### src/rtl/mc_muldiv.sv
// Iterative multiply/divide unit with architectural HI/LO registers.
// One shift-add or restoring shift-subtract step per cycle, then one sign-fix cycle.
module mc_muldiv #(
  parameter int unsigned WIDTH = 32
) (
  input  logic             clk,
  input  logic             rst,
  input  logic             start,
  input  logic [1:0]       op,
  input  logic [WIDTH-1:0] a,
  input  logic [WIDTH-1:0] b,
  input  logic             wr_hi,
  input  logic             wr_lo,
  input  logic [WIDTH-1:0] wdata,
  output logic             busy,
  output logic             done,
  output logic [WIDTH-1:0] hi,
  output logic [WIDTH-1:0] lo
);

  localparam int unsigned CNT_W = $clog2(WIDTH) + 1;
  localparam int unsigned ACC_W = 2 * WIDTH;

  typedef enum logic [1:0] {
    S_IDLE = 2'd0,
    S_CALC = 2'd1,
    S_FIX  = 2'd2
  } state_t;

  state_t r_state;
  state_t w_next;

  logic [CNT_W-1:0] r_cnt;
  logic             r_is_div;
  logic             r_neg_lo;
  logic             r_neg_hi;
  logic             r_div0;
  logic [WIDTH-1:0] r_opnd;
  logic [ACC_W-1:0] r_acc;

  logic             w_accept;
  logic             w_step;
  logic             w_fix;
  logic             w_mtx;

  logic             w_a_neg;
  logic             w_b_neg;
  logic             w_b_zero;
  logic [WIDTH-1:0] w_a_mag;
  logic [WIDTH-1:0] w_b_mag;

  logic [WIDTH:0]   w_mul_sum;
  logic [ACC_W-1:0] w_mul_nxt;
  logic [WIDTH:0]   w_rem_sh;
  logic [WIDTH:0]   w_diff;
  logic [ACC_W-1:0] w_div_nxt;

  logic [ACC_W-1:0] w_prod;
  logic [WIDTH-1:0] w_q_fix;
  logic [WIDTH-1:0] w_r_fix;
  logic [WIDTH-1:0] w_res_hi;
  logic [WIDTH-1:0] w_res_lo;

  // State register
  always_ff @(posedge clk or negedge rst) begin
    if (!rst) r_state <= S_IDLE;
    else      r_state <= w_next;
  end

  // Next-state logic
  always_comb begin
    w_next = r_state;
    case (r_state)
      S_IDLE:  if (start) w_next = S_CALC;
      S_CALC:  if (r_cnt == CNT_W'(WIDTH - 1)) w_next = S_FIX;
      S_FIX:   w_next = S_IDLE;
      default: w_next = S_IDLE;
    endcase
  end

  // Per-state control strobes
  always_comb begin
    w_accept = 1'b0;
    w_step   = 1'b0;
    w_fix    = 1'b0;
    w_mtx    = 1'b0;
    case (r_state)
      S_IDLE: begin
        w_accept = start;
        w_mtx    = 1'b1;
      end
      S_CALC:  w_step = 1'b1;
      S_FIX:   w_fix  = 1'b1;
      default: ;
    endcase
  end

  // Operand magnitudes; op[0] selects the signed variants
  assign w_a_neg  = op[0] & a[WIDTH-1];
  assign w_b_neg  = op[0] & b[WIDTH-1];
  assign w_b_zero = (b == '0);
  assign w_a_mag  = w_a_neg ? (~a + WIDTH'(1)) : a;
  assign w_b_mag  = w_b_neg ? (~b + WIDTH'(1)) : b;

  // Multiply step: {P, multiplier} shifts right, P gains the multiplicand when lsb set
  assign w_mul_sum = {1'b0, r_acc[ACC_W-1:WIDTH]} + (r_acc[0] ? {1'b0, r_opnd} : '0);
  assign w_mul_nxt = {w_mul_sum, r_acc[WIDTH-1:1]};

  // Divide step: {R, Q} shifts left, keep the subtraction only if it does not borrow
  assign w_rem_sh  = r_acc[ACC_W-1:WIDTH-1];
  assign w_diff    = w_rem_sh - {1'b0, r_opnd};
  assign w_div_nxt = w_diff[WIDTH] ? {w_rem_sh[WIDTH-1:0], r_acc[WIDTH-2:0], 1'b0}
                                   : {w_diff[WIDTH-1:0],   r_acc[WIDTH-2:0], 1'b1};

  // Sign correction; a zero divisor leaves R = |a| so restoring its sign yields a
  assign w_prod   = r_neg_lo ? (~r_acc + ACC_W'(1)) : r_acc;
  assign w_q_fix  = r_div0 ? {WIDTH{1'b1}}
                  : (r_neg_lo ? (~r_acc[WIDTH-1:0] + WIDTH'(1)) : r_acc[WIDTH-1:0]);
  assign w_r_fix  = r_neg_hi ? (~r_acc[ACC_W-1:WIDTH] + WIDTH'(1)) : r_acc[ACC_W-1:WIDTH];
  assign w_res_hi = r_is_div ? w_r_fix : w_prod[ACC_W-1:WIDTH];
  assign w_res_lo = r_is_div ? w_q_fix : w_prod[WIDTH-1:0];

  // Datapath registers
  always_ff @(posedge clk or negedge rst) begin
    if (!rst) begin
      r_cnt    <= '0;
      r_is_div <= 1'b0;
      r_neg_lo <= 1'b0;
      r_neg_hi <= 1'b0;
      r_div0   <= 1'b0;
      r_opnd   <= '0;
      r_acc    <= '0;
    end else if (w_accept) begin
      r_cnt    <= '0;
      r_is_div <= op[1];
      r_neg_lo <= op[1] ? ((w_a_neg ^ w_b_neg) & ~w_b_zero) : (w_a_neg ^ w_b_neg);
      r_neg_hi <= op[1] ? w_a_neg : (w_a_neg ^ w_b_neg);
      r_div0   <= op[1] & w_b_zero;
      r_opnd   <= op[1] ? w_b_mag : w_a_mag;
      r_acc    <= {WIDTH'(0), (op[1] ? w_a_mag : w_b_mag)};
    end else if (w_step) begin
      r_cnt    <= r_cnt + CNT_W'(1);
      r_acc    <= r_is_div ? w_div_nxt : w_mul_nxt;
    end
  end

  // Architectural HI/LO: operation results in FIX, MTHI/MTLO only while idle
  always_ff @(posedge clk or negedge rst) begin
    if (!rst) begin
      hi <= '0;
      lo <= '0;
    end else if (w_fix) begin
      hi <= w_res_hi;
      lo <= w_res_lo;
    end else if (w_mtx) begin
      if (wr_hi) hi <= wdata;
      if (wr_lo) lo <= wdata;
    end
  end

  // Handshake outputs
  always_ff @(posedge clk or negedge rst) begin
    if (!rst) begin
      busy <= 1'b0;
      done <= 1'b0;
    end else begin
      busy <= (w_next != S_IDLE);
      done <= w_fix;
    end
  end

endmodule

### config.mk
export PLATFORM = sky130hd
export DESIGN_NAME = mc_muldiv
export DESIGN_NICKNAME = d
export VERILOG_FILES = /design/src/rtl/mc_muldiv.sv
export SDC_FILE = /design/constraint.sdc
export NUM_CORES = 1
export LEC_CHECK = 0
export CORE_ASPECT_RATIO = 0.7
export CORE_MARGIN = 5
export CORE_UTILIZATION = 25
export DETAILED_ROUTE_END_ITERATION = 10
export RECOVER_POWER = 100
export SLEW_MARGIN = 0
export SYNTH_ARGS = -nofsm -noshare
export SYNTH_HDL_FRONTEND = slang
export SYNTH_SLANG_ARGS = --single-unit
### constraint.sdc
create_clock -name clk -period 3.2 [get_ports clk]
set_input_delay 0.64 -clock clk [delete_from_list [all_inputs] [get_ports clk]]
set_output_delay 0.64 -clock clk [all_outputs]
set_load 0.02 [all_outputs]
---- After elaboration in Yosys (flattened, before gate mapping) ----
Index checks and enable logic that the tools add are counted.
cells by class
  add/subtract/negate cells ............... 8
  equality and inequality tests ........... 3
  mux-type cells .......................... 32
  bitwise operators ....................... 11
  reduce and logical (&&, ||, !) cells .... 9
operators by type and width
  operator                                       number
  2-to-1 mux 32 bit                              16
  2-to-1 mux 64 bit                              5
  adder 32 x 1 -> 32 bit, second input constant  4
  NOT 32 bit                                     4
  adder 64 x 1 -> 64 bit, second input constant  1
  NOT 64 bit                                     1
  adder 32 x 32 -> 33 bit                        1
  subtractor 33 x 32 -> 33 bit                   1
  logical NOT 32 bit                             1
  2-to-1 mux 6 bit                               2
  nonzero test 2 bit                             5
  adder 6 x 1 -> 6 bit, second input constant    1
  == test 6 x 5 -> 1 bit, second input constant  1
  2-to-1 mux 1 bit                               6
  bitwise AND 1 bit                              4
  2-to-1 mux 2 bit                               2
  case mux 2 bit (2 select lines)                1
  AND reduction 2 bit                            2
  == test 2 x 1 -> 1 bit, second input constant  1
  == test 2 bit, second input constant           1
  logical NOT 2 bit                              1
  NOT 1 bit                                      1
  XOR 1 bit                                      1
storage, ports and cells
  register bits ........................... 174
  input bits .............................. 103
  output and inout port bits .............. 66
  logic and storage cells ................. 75

---- Depth between registers and ports, before layout ----
  depth in word-level cells ............... 6
  mapped depth ............................ 15
  mapped depth without buffers ............ 13

---- Worst setup path before layout ----
Ideal clock, no wire load.
  path type ............................... reg-to-reg
  start point ............................. reg r_acc[0]
  end point ............................... reg r_acc[56]
  library setup time ...................... 0.087 ns
  arrival time ............................ 3.239 ns
  required time ........................... 3.113 ns
  path slack .............................. -0.127 ns
  cell stages (with the launch flop) ...... 15
  path buffers ............................ 2
  clock period less this slack ............ 3.327 ns
  cells stage by stage .................... dfrtp_1 > buf_4 > inv_1 > clkbuf_1 > nor2_1 > ha_1 > a21oi_1 > o21ai_0 > o311a_1 > o31ai_1 > a21boi_0 > o41ai_1 > o21ai_0 > xnor2_1 > o211ai_1
between the ends
  cells in the longest elaborated chain, start to end .. 5
ends and longest elaborated chain
  what                     line  source
  start, declared          39    logic [ACC_W-1:0] r_acc;
  start signal, assigned   140   r_acc <= {WIDTH'(0), (op[1] ? w_a_mag : w_b_mag)};
  start signal, assigned   143   r_acc <= r_is_div ? w_div_nxt : w_mul_nxt;
  2-to-1 mux 32 bit        106   assign w_mul_sum = {1'b0, r_acc[ACC_W-1:WIDTH]} + (r_acc[0] ? {1'b0, r_opnd} : '0);
  adder 32 x 32 -> 33 bit  106
  2-to-1 mux 64 bit        143
  2-to-1 mux 64 bit        141   end else if (w_step) begin
  2-to-1 mux 64 bit        133   end else if (w_accept) begin
Every way passes these cells. The select of a mux whose other input is x is not followed.
A chain may end at the register's enable or synchronous reset.

---- Worst setup path after layout ----
  start point ............................. reg r_acc[51]
  end point ............................... reg r_acc[61]
between the ends
  cells in the longest elaborated chain, start to end .. 5
  elaborated cells on any way between the ends .. 6
  classes of those cells .................. add/sub (2); mux (4)
ends and longest elaborated chain
  what                          line  source
  subtractor 33 x 32 -> 33 bit  111   assign w_diff = w_rem_sh - {1'b0, r_opnd};
  2-to-1 mux 64 bit             112   assign w_div_nxt = w_diff[WIDTH] ? {w_rem_sh[WIDTH-1:0], r_acc[WIDTH-2:0], 1'b0}
  2-to-1 mux 64 bit (*)         143
  2-to-1 mux 64 bit (*)         141
  2-to-1 mux 64 bit (*)         133
Every way passes the cells marked *; elsewhere a longest branch is shown, timed or not. The select of a mux whose other input is x is not followed.

==> reports/metrics.yaml <==
syn_to_final_growth_pct: 43.3
setup_tns_ps: -7.41
synth.most_common_cell: "o21ai_0"
grt_first_pass_wirelength_mm: 102
synth_area_um2: 15300
clk_latency_ps: 480
worst_pin_slew_ps: 1740
hold_class: "reg2reg"
vdd_drop_max_mv: 0.706
ys_seq_area_frac: 0.285
netlist.area_leader.share: 0.285
hold_buffers: 0
die_x_um: 306
drt_iter0_markers: 1782
place_congestion: 0.962
drv_cap: 3
final_max_slew_viol_count: 171
cts-buffers-inserted: 17
slew_headroom: -0.162
place_ws_ps: -517
crit_path_top_delay_cell: "dfrtp_1"
synth_edf_count: 0
finalPower_w: 0.0282
max_clock_freq_ghz: 0.312
antenna_found_initial: 2
start_util: 0.254
grt-ovfl-total: 0
dieArea_um2: 66300
synth_seq_cells: 174
synthDistinctLibCells: 80
cts_buffer_depth: 2
nets: 2654
clock-sinks: 174
fin_skew_ps: 26.3
p_leak_nw: 9.39
critical-path-max-stage-delay_ps: 420
postPlaceCellArea_um2: 20500
wl_met1_mm: 33.4
grt_usage: 0.198
cp-end-kind: "flop"
layout.cells.non_filler: 3301
netlist_top_cells_area: "dfrtp_1, o21ai_0, a21oi_1, xnor2_1, ha_1"
dpl.cell_count: 3247
setup_viol: 1
min_period_ps: 3210
clk_pin_slew_ps: 100
met3WireLength_mm: 6.82
drive_above_1_share: 0.231
path_max_fanout: 5
synth.largest_area_cell: "dfrtp_1"
ys_top_cells_by_count: "o21ai_0, nor2_1, nand2_1"
worstPathCellList: "ha_1 -> nand4_1 -> nor4_1 -> buf_4 -> o211ai_1 -> buf_4 -> and4_1 -> nor2_1 -> buf_4 -> xor2_4 -> buf_4 -> buf_4 -> buf_4 -> nand2_2 -> o22ai_2 -> o31ai_1"
vias: 17355
cts_htree_levels: 4
critPathBufInv: 6
crit_arrival_ps: 3570
insertedDiodeCount: 0
async_reset_ff_frac: 1.00
routed.top_layer: "met4"
syn_nets: 2180
antenna_left: 0
yosys_most_used_dff: "dfrtp_1"
critical_path_class: "reg2reg"
rows: 75
outcome: "finished, violations left"
io_pins: 169
synth.avg_cell_area_um2: 7.62
viasPerCell: 5.26
required_ps: 3560
critPathMostFrequentCell: "buf_4"
synthCells: 2006
cts_tree: "built"
wirelength_mm: 68.8
drtPass1Iterations: 5
worst_slack_ps: -7.41
hpwl_mm: 55.3
rsz0062_at_grt: "true"
violations: "capacitance limit, slew limit, setup timing"
start_kind: "flop"
drc: 0
fin_crit_sh: 1.00
cts_root_buffer: "clkbuf_16"
timing_hold_violations_final: 0
coreArea_um2: 60200
die_h_um: 217
wl_per_cell_um: 20.8
power_density_nw_per_um2: 1290
ys_warn_count: 0
dr_wl_met2_mm: 27.4
final_cell_area_um2: 21900
grt_max_degree: 99
grt_pass1_vias: 16494
critPathTopFamily: "buffers and inverters"
port_buffers: 168
==> per-layer routing <==
metal | global-route usage | vias to the layer above
met5 | 0 | -
met4 | 0.0396 | 0
met3 | 0.0537 | 67
met2 | 0.276 | 743
met1 | 0.304 | 8356
li1 | - | 8189
==> worst min-delay path, cell delays in order (launching register included) <==
cell and delay, ps:
dfrtp_1 350, nand2_1 50, o21ai_0 60
==> metrics by stage <==
stage / util / hold slack [ps]
floorplan: - / 344
global placement: 0.341 / 465
detailed placement: 0.341 / 473
CTS: 0.354 / 150
global route: 0.364 / 501
finish: 0.364 / 484
==> final cells by class <==
| type | count | area (um2) |
|---|---|---|
| Clock buffer | 17 | 425 |
| Clock inverter | 15 | 189 |
| Fill cell | 6250 | 38300 |
| Inverter | 57 | 216 |
| Multi-Input combinational cell | 1645 | 10900 |
| Sequential cell | 174 | 4360 |
| Tap cell | 808 | 1010 |
| Timing Repair Buffer | 585 | 4850 |
==> timing repair <==
action                     4_1_cts  5_1_grt
gates resized for setup         40      113
pin swaps                       23       56
setup buffers                    8       16
setup endpoints to repair       35       61
==> state kept, by name (all words and copies together) (netlist names) <==
name,cells
r_acc,64
hi,32
lo,32
r_opnd,32
r_cnt,6
r_state,2
busy,1
done,1
r_div0,1
r_is_div,1
r_neg_hi,1
r_neg_lo,1
==> worst paths after layout <==
path / startpoint / end / slack [ps] / cells after the start
worst max-delay path: r_acc[51] / r_acc[61] / -7 / 16
worst min-delay path: r_opnd[21] / r_opnd[21] / 480 / 2
worst max register to register: r_acc[51] / r_acc[61] / -7 / 16
worst min register to register: r_opnd[21] / r_opnd[21] / 480 / 2
max in group asynchronous: rst / r_acc[32] / 450 / 2
min in group asynchronous: rst / done / 590 / 1
==> report_power, final <==
part	switching (W)	total (W)	leakage [nW]	internal (W)
Sequential	0.000986	0.00432	2.11	0.00334
Clock	0.00116	0.00229	0.302	0.00113
Combinational	0.0119	0.0216	6.99	0.00970
==> cell usage in the layout (no fill, tap or decap), types with 25 or more instances in the layout <==
master and count:
buf_4 395, nand2_1 211, nor2_1 210, o21ai_0 206, a21oi_1 194, dfrtp_1 169
xnor2_1 111, clkdlybuf4s50_1 99, dlygate4sd3_1 67, xor2_1 57, mux2i_1 55, ha_1 52
inv_1 48, o22ai_1 34, or3_1 25, nand3_1 25
==> kinds of logic (layout without fill, tap and decap cells) <==
logic type,after synthesis,after routing,share of synthesized area
muxes,63,63,0.0417
buffers and inverters,187,674,0.0489
adders and majority gates,71,71,0.0591
DFF,174,174,0.285
and+or+nand+nor,656,656,0.201
xor gates and xnor gates,171,171,0.0980
AOI/OAI and AO/OA,684,684,0.267
No activity file was read; power rests on OpenSTA's default activity.
